[src/rtl/spi_mnrch_gen.sv]
// spi_mnrch_gen: parametrised SPI monarch with runtime CPOL/CPHA and NUM_SS active-low selects.
// Optional macro SPI_MNRCH_GEN_LSB_FIRST_EN adds the lsb_first input for LSB-first framing.
module spi_mnrch_gen #(
    parameter int DATA_W = 16,
    parameter int DIV_W  = 5,
    parameter int NUM_SS = 1,
    localparam int SEL_W = (NUM_SS > 1) ? $clog2(NUM_SS) : 1
) (
    input  logic              clk,
    input  logic              rst_n,
    input  logic              snd,
    input  logic [DATA_W-1:0] cmd,
    input  logic [SEL_W-1:0]  ss_sel,
    input  logic              cpol,
    input  logic              cpha,
`ifdef SPI_MNRCH_GEN_LSB_FIRST_EN
    input  logic              lsb_first,
`endif
    output logic              busy,
    output logic              done,
    output logic [DATA_W-1:0] resp,
    output logic [NUM_SS-1:0] SS_n,
    output logic              SCLK,
    output logic              MOSI,
    input  logic              MISO
);

    localparam int HW   = DIV_W - 1;
    localparam int HC_W = $clog2(2 * DATA_W + 1);
    localparam logic [HC_W-1:0] LAST_HALF = HC_W'(2 * DATA_W);
    localparam logic [HC_W-1:0] LAST_EDGE = HC_W'(2 * DATA_W - 1);

    typedef enum logic [1:0] {IDLE, FRONT, SHIFT, BACK} state_t;

    state_t            state;
    logic [HW-1:0]     cnt;
    logic [HC_W-1:0]   hcnt;
    logic [HC_W-1:0]   edge_idx;
    logic [DATA_W-1:0] shreg;
    logic [DATA_W-1:0] shreg_in;
    logic              cpol_q;
    logic              cpha_q;
    logic              lsb_q;
    logic              lsb_in;
    logic              half_end;
    logic              toggle_now;
    logic              sample_now;
    logic              mosi_now;
    logic              next_bit;
    logic              first_bit;

`ifdef SPI_MNRCH_GEN_LSB_FIRST_EN
    assign lsb_in = lsb_first;
`else
    assign lsb_in = 1'b0;
    assign lsb_q  = 1'b0;
`endif

    function automatic logic [NUM_SS-1:0] ss_decode(input logic [SEL_W-1:0] sel);
        ss_decode = '1;
        for (int i = 0; i < NUM_SS; i++)
            if (sel == SEL_W'(i)) ss_decode[i] = 1'b0;
    endfunction

    // Edge 0 is launched as FRONT ends; edge h is launched as SHIFT half-period h ends.
    // Even edges are leading; the last SHIFT half-period has no toggle so SCLK rests at idle.
    assign half_end   = (cnt == {HW{1'b1}});
    assign edge_idx   = (state == FRONT) ? '0 : hcnt;
    assign toggle_now = half_end && ((state == FRONT) || ((state == SHIFT) && (hcnt != LAST_HALF)));
    assign sample_now = toggle_now && (edge_idx[0] == cpha_q);
    assign mosi_now   = toggle_now && (edge_idx[0] != cpha_q) && (cpha_q || (edge_idx != LAST_EDGE));
    assign next_bit   = lsb_q ? shreg[0] : shreg[DATA_W-1];
    assign shreg_in   = lsb_q ? {MISO, shreg[DATA_W-1:1]} : {shreg[DATA_W-2:0], MISO};
    assign first_bit  = lsb_in ? cmd[0] : cmd[DATA_W-1];

    always_ff @(posedge clk or negedge rst_n) begin
        if (!rst_n) begin
            state  <= IDLE;
            cnt    <= '0;
            hcnt   <= '0;
            shreg  <= '0;
            cpol_q <= 1'b0;
            cpha_q <= 1'b0;
`ifdef SPI_MNRCH_GEN_LSB_FIRST_EN
            lsb_q  <= 1'b0;
`endif
            busy   <= 1'b0;
            done   <= 1'b0;
            resp   <= '0;
            SS_n   <= '1;
            SCLK   <= 1'b0;
            MOSI   <= 1'b0;
        end else begin
            case (state)
                IDLE: begin
                    SCLK <= cpol_q;
                    if (snd) begin
                        state  <= FRONT;
                        cnt    <= '0;
                        hcnt   <= '0;
                        shreg  <= cmd;
                        cpol_q <= cpol;
                        cpha_q <= cpha;
`ifdef SPI_MNRCH_GEN_LSB_FIRST_EN
                        lsb_q  <= lsb_in;
`endif
                        busy   <= 1'b1;
                        done   <= 1'b0;
                        SS_n   <= ss_decode(ss_sel);
                        SCLK   <= cpol;
                        if (!cpha) MOSI <= first_bit;
                    end
                end
                FRONT: begin
                    cnt <= cnt + 1'b1;
                    if (half_end) begin
                        state <= SHIFT;
                        hcnt  <= HC_W'(1);
                    end
                end
                SHIFT: begin
                    cnt <= cnt + 1'b1;
                    if (half_end) begin
                        if (hcnt == LAST_HALF) state <= BACK;
                        else                   hcnt  <= hcnt + 1'b1;
                    end
                end
                BACK: begin
                    cnt <= cnt + 1'b1;
                    if (half_end) begin
                        state <= IDLE;
                        SS_n  <= '1;
                        done  <= 1'b1;
                        busy  <= 1'b0;
                        resp  <= shreg;
                    end
                end
                default: state <= IDLE;
            endcase
            if (toggle_now) SCLK  <= ~SCLK;
            if (sample_now) shreg <= shreg_in;
            if (mosi_now)   MOSI  <= next_bit;
        end
    end

endmodule

[config.mk]
export PLATFORM = sky130hd
export DESIGN_NAME = spi_mnrch_gen
export DESIGN_NICKNAME = d
export VERILOG_FILES = /design/src/rtl/spi_mnrch_gen.sv
export SDC_FILE = /design/constraint.sdc
export NUM_CORES = 1
export LEC_CHECK = 0
export BUFFER_PORTS_ARGS = -buffer_cell sky130_fd_sc_hd__buf_2
export CORE_MARGIN = 2
export CORE_UTILIZATION = 43
export CTS_BUF_LIST = sky130_fd_sc_hd__clkbuf_4
export CTS_CLUSTER_DIAMETER = 120
export DETAILED_ROUTE_END_ITERATION = 10
export PLACE_DENSITY = 0.6
export SLEW_MARGIN = 30
export SYNTH_ARGS = -nofsm -noshare
export SYNTH_HDL_FRONTEND = slang
export SYNTH_SLANG_ARGS = --single-unit
export TNS_END_PERCENT = 20
[constraint.sdc]
create_clock -name clk -period 2.7 [get_ports clk]
set_input_delay 0.135 -clock clk [delete_from_list [all_inputs] [get_ports clk]]
set_output_delay 0.135 -clock clk [all_outputs]
set_load 0.01 [all_outputs]
# Word level (Yosys, flattened, before mapping)
# Cells that the tools add are included.
[totals] register_bits=51 inputBits=23 word_cells=87
[classes] n_addsub=2 eq_ne=16 muxes=33 n_bitwise=1 n_reduce_logical=23
[ops] operator="$mux 16" n=3
[ops] operator="$mux 6" n=5
[ops] operator="$pmux 6 s3" n=1
[ops] operator="$mux 1" n=13
[ops] operator="$reduce_bool 2->1" n=6
[ops] operator="$mux 2" n=5
[ops] operator="$ne 2x2->1 const B" n=5
[ops] operator="$reduce_and 5->1" n=2
[ops] operator="$pmux 2 s4" n=1
[ops] operator="$pmux 4 s2" n=1
[ops] operator="$add 6x1->6 const B" n=1
[ops] operator="$eq 6x6->1 const B" n=1
[ops] operator="$ne 6x5->1 const B" n=1
[ops] operator="$ne 6x6->1 const B" n=1
[ops] operator="$pmux 1 s2" n=3
[ops] operator="$reduce_and 2->1" n=3
[ops] operator="$reduce_and 3->1" n=2
[ops] operator="$logic_and 1x1->1" n=5
[ops] operator="$add 4x1->4 const B" n=1
[ops] operator="$eq 2x2->1 const B" n=2
[ops] operator="$eq 4x4->1 const B" n=1
[ops] operator="$mux 4" n=1
[ops] operator="$ne 2x1->1 const B" n=2
[ops] operator="$reduce_bool 3->1" n=1
[ops] operator="other kinds (7)" n=8

# Logic depth before layout (Yosys ltp)
[logic_depth] ltp_word=8 depth_mapped=8 depth_no_buf=7

# Worst setup path before layout
# No wires, ideal clock.
[synth_path] path_kind="flip-flop to flip-flop" from="register hcnt[0]" to="register shreg[10]" arrival_ns=1.784 t_required_ns=2.575 setup_slack_ns=0.791 stages_incl_launch_ff=9 n_path_buf=1 path_cell_list="dfrtp_1 > inv_2 > ha_1 > nor3b_4 > nand2_4 > o2111ai_2 > a21oi_4 > buf_12 > mux2_4"
[synth_via] elab_chain_len=7 elab_cells_between_ends=11 classes_between="eq/ne (2); mux (2); reduce/logical (7)"
[synth_rtl] item="start, declared" line="37" rtl="logic [HC_W-1:0] hcnt;"
[synth_rtl] item="start signal, assigned" line="125" rtl="else hcnt <= hcnt + 1'b1;"
[synth_rtl] item="$ne 6x6->1" line="69" rtl="assign toggle_now = half_end && ((state == FRONT) || ((state == SHIFT) && (hcnt != LAST_HALF)));"
[synth_rtl] item="$logic_and 1x1->1" line="69"
[synth_rtl] item="$logic_or 1x1->1" line="69"
[synth_rtl] item="$logic_and 1x1->1" line="69"
[synth_rtl] item="$logic_and 1x1->1 (*)" line="70" rtl="assign sample_now = toggle_now && (edge_idx[0] == cpha_q);"
[synth_rtl] item="$reduce_bool 2->1 (no source line)"
[synth_rtl] item="$reduce_and 2->1 (no source line)"
[synth_rtl] item="end signal, assigned" line="101" rtl="shreg <= cmd;"
[synth_rtl] item="end signal, assigned" line="141" rtl="if (sample_now) shreg <= shreg_in;"
[synth_rtl] item="end, declared" line="39" rtl="logic [DATA_W-1:0] shreg;"
# Every way passes the cells marked *; elsewhere a longest branch is shown, timed or not.
# A chain may end at the register's enable or synchronous reset.

# Worst setup path after layout
[layout_path] from="register state[0]" to="register hcnt[5]"
[layout_via] elab_chain_len=3 elab_cells_between_ends=10 classes_between="eq/ne (6); mux (1); reduce/logical (3)"
[layout_rtl] item="start, declared" line="35" rtl="state_t state;"
[layout_rtl] item="start signal, assigned" line="78" rtl="state <= IDLE;"
[layout_rtl] item="start signal, assigned" line="98" rtl="state <= FRONT;"
[layout_rtl] item="start signal, assigned" line="117" rtl="state <= SHIFT;"
[layout_rtl] item="$eq 2x2->1 (tied with other cells)" line="94" rtl="case (state)"
[layout_rtl] item="$ne 2x2->1 (no source line) or $reduce_bool 3->1 (tied branches)"
[layout_rtl] item="$reduce_and 5->1 (no source line)"
# Several ways; a longest one is shown, not always the timed one.

==> impl_metrics.csv <==
group,metric,value,unit
floorplanning,dieArea,6630,um^2
critical_path,worstPathArrival,2420,ps
clock_tree,cts_resized,0,
critical_path,crit_required,2980,ps
synth,muxShareOfSynthArea,24.6,%
timing,hold_slack,77.9,ps
timing,worst_pin_slew,510,ps
timing,fmax,467,MHz
placed_design,port-buffer-count,43,
global_routing,grt_max_degree,37,
finish,diodes,0,
synth,async_flop_share,100,%
hold_path,hold_class,"in -> reg",
finish,layout.nets,288,
detailed_routing,final_antenna_net_count,0,
critical_path,cp_top_family,"compound AO/OA/AOI/OAI gates",
critical_path,critical_path_class,"reg -> reg",
synth,synth_top_family_by_area,"multiplexers",
pwr,p_int,0.00192,W
timing,post-route-min-period,2140,ps
timing,relSlewSlack,65.8,%
pwr,pwr-share-seq,42.8,%
floorplanning,ios,44,
clock_tree,insertion_delay,360,ps
detailed_routing,drc,0,
timing,drv_slew,0,
synth,yosys.area_share.simple,7.86,%
clock_tree,cts_tree,"done",
synth,postSynthCellCount,209,
timing,skew,11.3,ps
clock_tree,ctsLongestPathBuffers,2,
synth,ys.flop_type,"dfrtp_1",
synth,synth-compound-area-share,10.1,%
pwr,p_leak,1.44,nW
run_status,status,"completed",
detailed_routing,drtIter0Drc,81,
placed_design,place_area,2850,um^2
detailed_routing,wl_per_cell,14.2,um
synth,synth_xor_area_share,0.680,%
global_routing,grt_pass1_wl,8320,um
floorplanning,die_h,81.4,um
placed_design,gp_congestion,0.829,
detailed_routing,vias_per_cell,5.18,
synth,syn_area,2580,um^2
global_routing,antenna_found_initial,0,
critical_path,worst-path-buf-inv,2,
pwr,power_density,952,nW/um^2
detailed_routing,vias,1730,
critical_path,crit_fanout,12,
synth,synthAdderAreaFrac,3.40,%
critical_path,crit_chain,"inv_1 -> ha_1 -> buf_4 -> nor2b_1 -> a211oi_1 -> o21ai_1 -> o21ai_0 -> o31ai_1",
finish,final_cell_mix,"50 x dfrtp_1, 43 x buf_2, 42 x mux2_2, 15 x o21ai_0, 13 x nand2_1",
run,maxCapViolations,0,
critical_path,slowest_stage,"dfrtp_1",
detailed_routing,drt-total-wl,4740,um
floorplanning,rows,28,
clock_tree,cts-buffers-inserted,5,
pwr,swShare,32.8,%
pwr,p_comb_share,38.4,%
floorplanning,dieWidth,81.4,um
synth,yosys_register_bits,51,
floorplanning,initial_core_util,44.1,%
critical_path,cp_slowest_stage_delay,450,ps
finish,area_growth,16.1,%
pwr,p_total,0.00285,W
timing,fin_crit_sh,79.3,%
clock_tree,cts_sinks,51,
synth,syn_avg_cell_area,12.3,um^2
clock_tree,htree_levels,2,
finish,stdcell_area,2990,um^2
timing,tns,0,ps
synth,syn_nets,239,
placed_design,dp_hpwl,3360,um
timing,setup_violations,0,
pwr,clockPowerShare,18.8,%
timing,rsz0062_at_grt,"false",
synth,yosys.cell_types.count,41,
floorplanning,fp.coreArea,5850,um^2
synth,yosysWarnings,0,
finish,layout-drive-gt1-share,44.4,%
synth,ys_seq_area_share,49.6,%
pwr,ir_drop,0.455,mV
global_routing,grt_overflow,0,
global_routing,track_usage,16.4,%
timing,hold_viol,0,
clock_tree,path_clk_slew,140,ps
critical_path,endpoint_kind,"flip-flop",
global_routing,grt_pass1_vias,1727,
detailed_routing,drt_pre_antenna_iters,4,
critical_path,startpoint_type,"flip-flop",
finish,layout.cells.most_common,"dfrtp_1",
pwr,power_switching,0.000934,W
synth,synth_edf_count,0,
clock_tree,cts_root_buf,"clkbuf_4",
-- logic make-up after synthesis --
group / after synthesis
and+or+nand+nor: 38
buffers and inverters: 17
adders and majority gates: 7
muxes: 53
AOI/OAI and AO/OA: 41
DFF: 51
xor gates and xnor gates: 2
-- layer usage --
metal | track usage [%] | part of all wire (%) | vias to the layer above | routed length [um]
met1 | 21.7 | 47 | 841 | 2250
met3 | 4.18 | 4.4 | 6 | 208
li1 | - | - | 846 | -
met4 | 5.08 | 1.4 | 0 | 64
met5 | 0 | 0 | - | 0
met2 | 26.4 | 47 | 37 | 2220
-- synthesized netlist by cell type (2+ instances only) --
library cell / count / area, um^2
a21oi_1: 7 / 35.0
a31oi_1: 2 / 12.5
and3_1: 2 / 12.5
buf_2: 3 / 15.0
buf_4: 2 / 15.0
clkbuf_1: 2 / 7.51
dfrtp_1: 50 / 1250
ha_1: 7 / 87.6
inv_1: 7 / 26.3
mux2_2: 42 / 473
mux2_4: 10 / 150
nand2_1: 13 / 48.8
nand2_2: 2 / 12.5
nand3_1: 7 / 35.0
nor2_1: 5 / 18.8
nor2b_1: 2 / 12.5
o21ai_0: 15 / 75.1
o21ai_1: 2 / 10.0
o22ai_1: 4 / 25.0
o31ai_1: 4 / 30.0
-- sequential cells by signal, summed over array words and instances, names as in the netlist --
name and cells:
SCLK 1, cpha_q 1, SS_n 1, MOSI 1, cnt 4, cpol_q 1, hcnt 6, busy 1
done 1, state 2, resp 16, shreg 16
-- tightest hold or removal path: stages --
cell and delay (ps):
buf_2 100, o22ai_1 110, a22oi_1 100
-- through the flow --
step | worst slack [ps] | std cells | utilization [%]
final | 558 | 334 | 51.2
after detailed placement | 626 | 322 | 48.7
after global routing | 320 | 334 | 51.2
after floorplan | 791 | 209 | -
after global placement | 656 | 322 | 48.7
after CTS | 595 | 333 | 51.0
-- what timing repair did --
action	CTS	global route
endpoints found under the hold margin	17	1
hold buffers	3	1
buffers inserted	0	0
-- final timing paths --
kind / startpoint / to / slack [ps] / depth (start not counted)
min reg2reg: SCLK / SCLK / 500 / 1
min: ss_sel / SS_n / 80 / 3
min in group asynchronous: rst_n / done / 190 / 2
max in group asynchronous: rst_n / resp[12] / 1740 / 3
max reg2reg: state[0] / hcnt[5] / 560 / 8
max: state[0] / hcnt[5] / 560 / 8
-- power by group through the flow --
| stage | logic (W) | registers, W | clock network (W) |
|---|---|---|---|
| finish | 0.00110 | 0.00122 | 0.000535 |
| global route | 0.00123 | 0.00126 | 0.000579 |
| CTS | 0.00111 | 0.00122 | 0.000554 |
| detailed placement | 0.00110 | 0.00124 | 0 |
| global placement | 0.00108 | 0.00123 | 0 |
| floorplan | 0.000845 | 0.00121 | 0 |
-- final cells by class --
type                            instances  area [um^2]
Inverter                                8         30.0
Clock inverter                          2         60.1
Multi-Input combinational cell        141         1200
Timing Repair Buffer                   51          285
Clock buffer                            6         45.0
Fill cell                             519         2860
Sequential cell                        51         1280
Tap cell                               75         93.8
No activity file was read; power rests on OpenSTA's default activity.
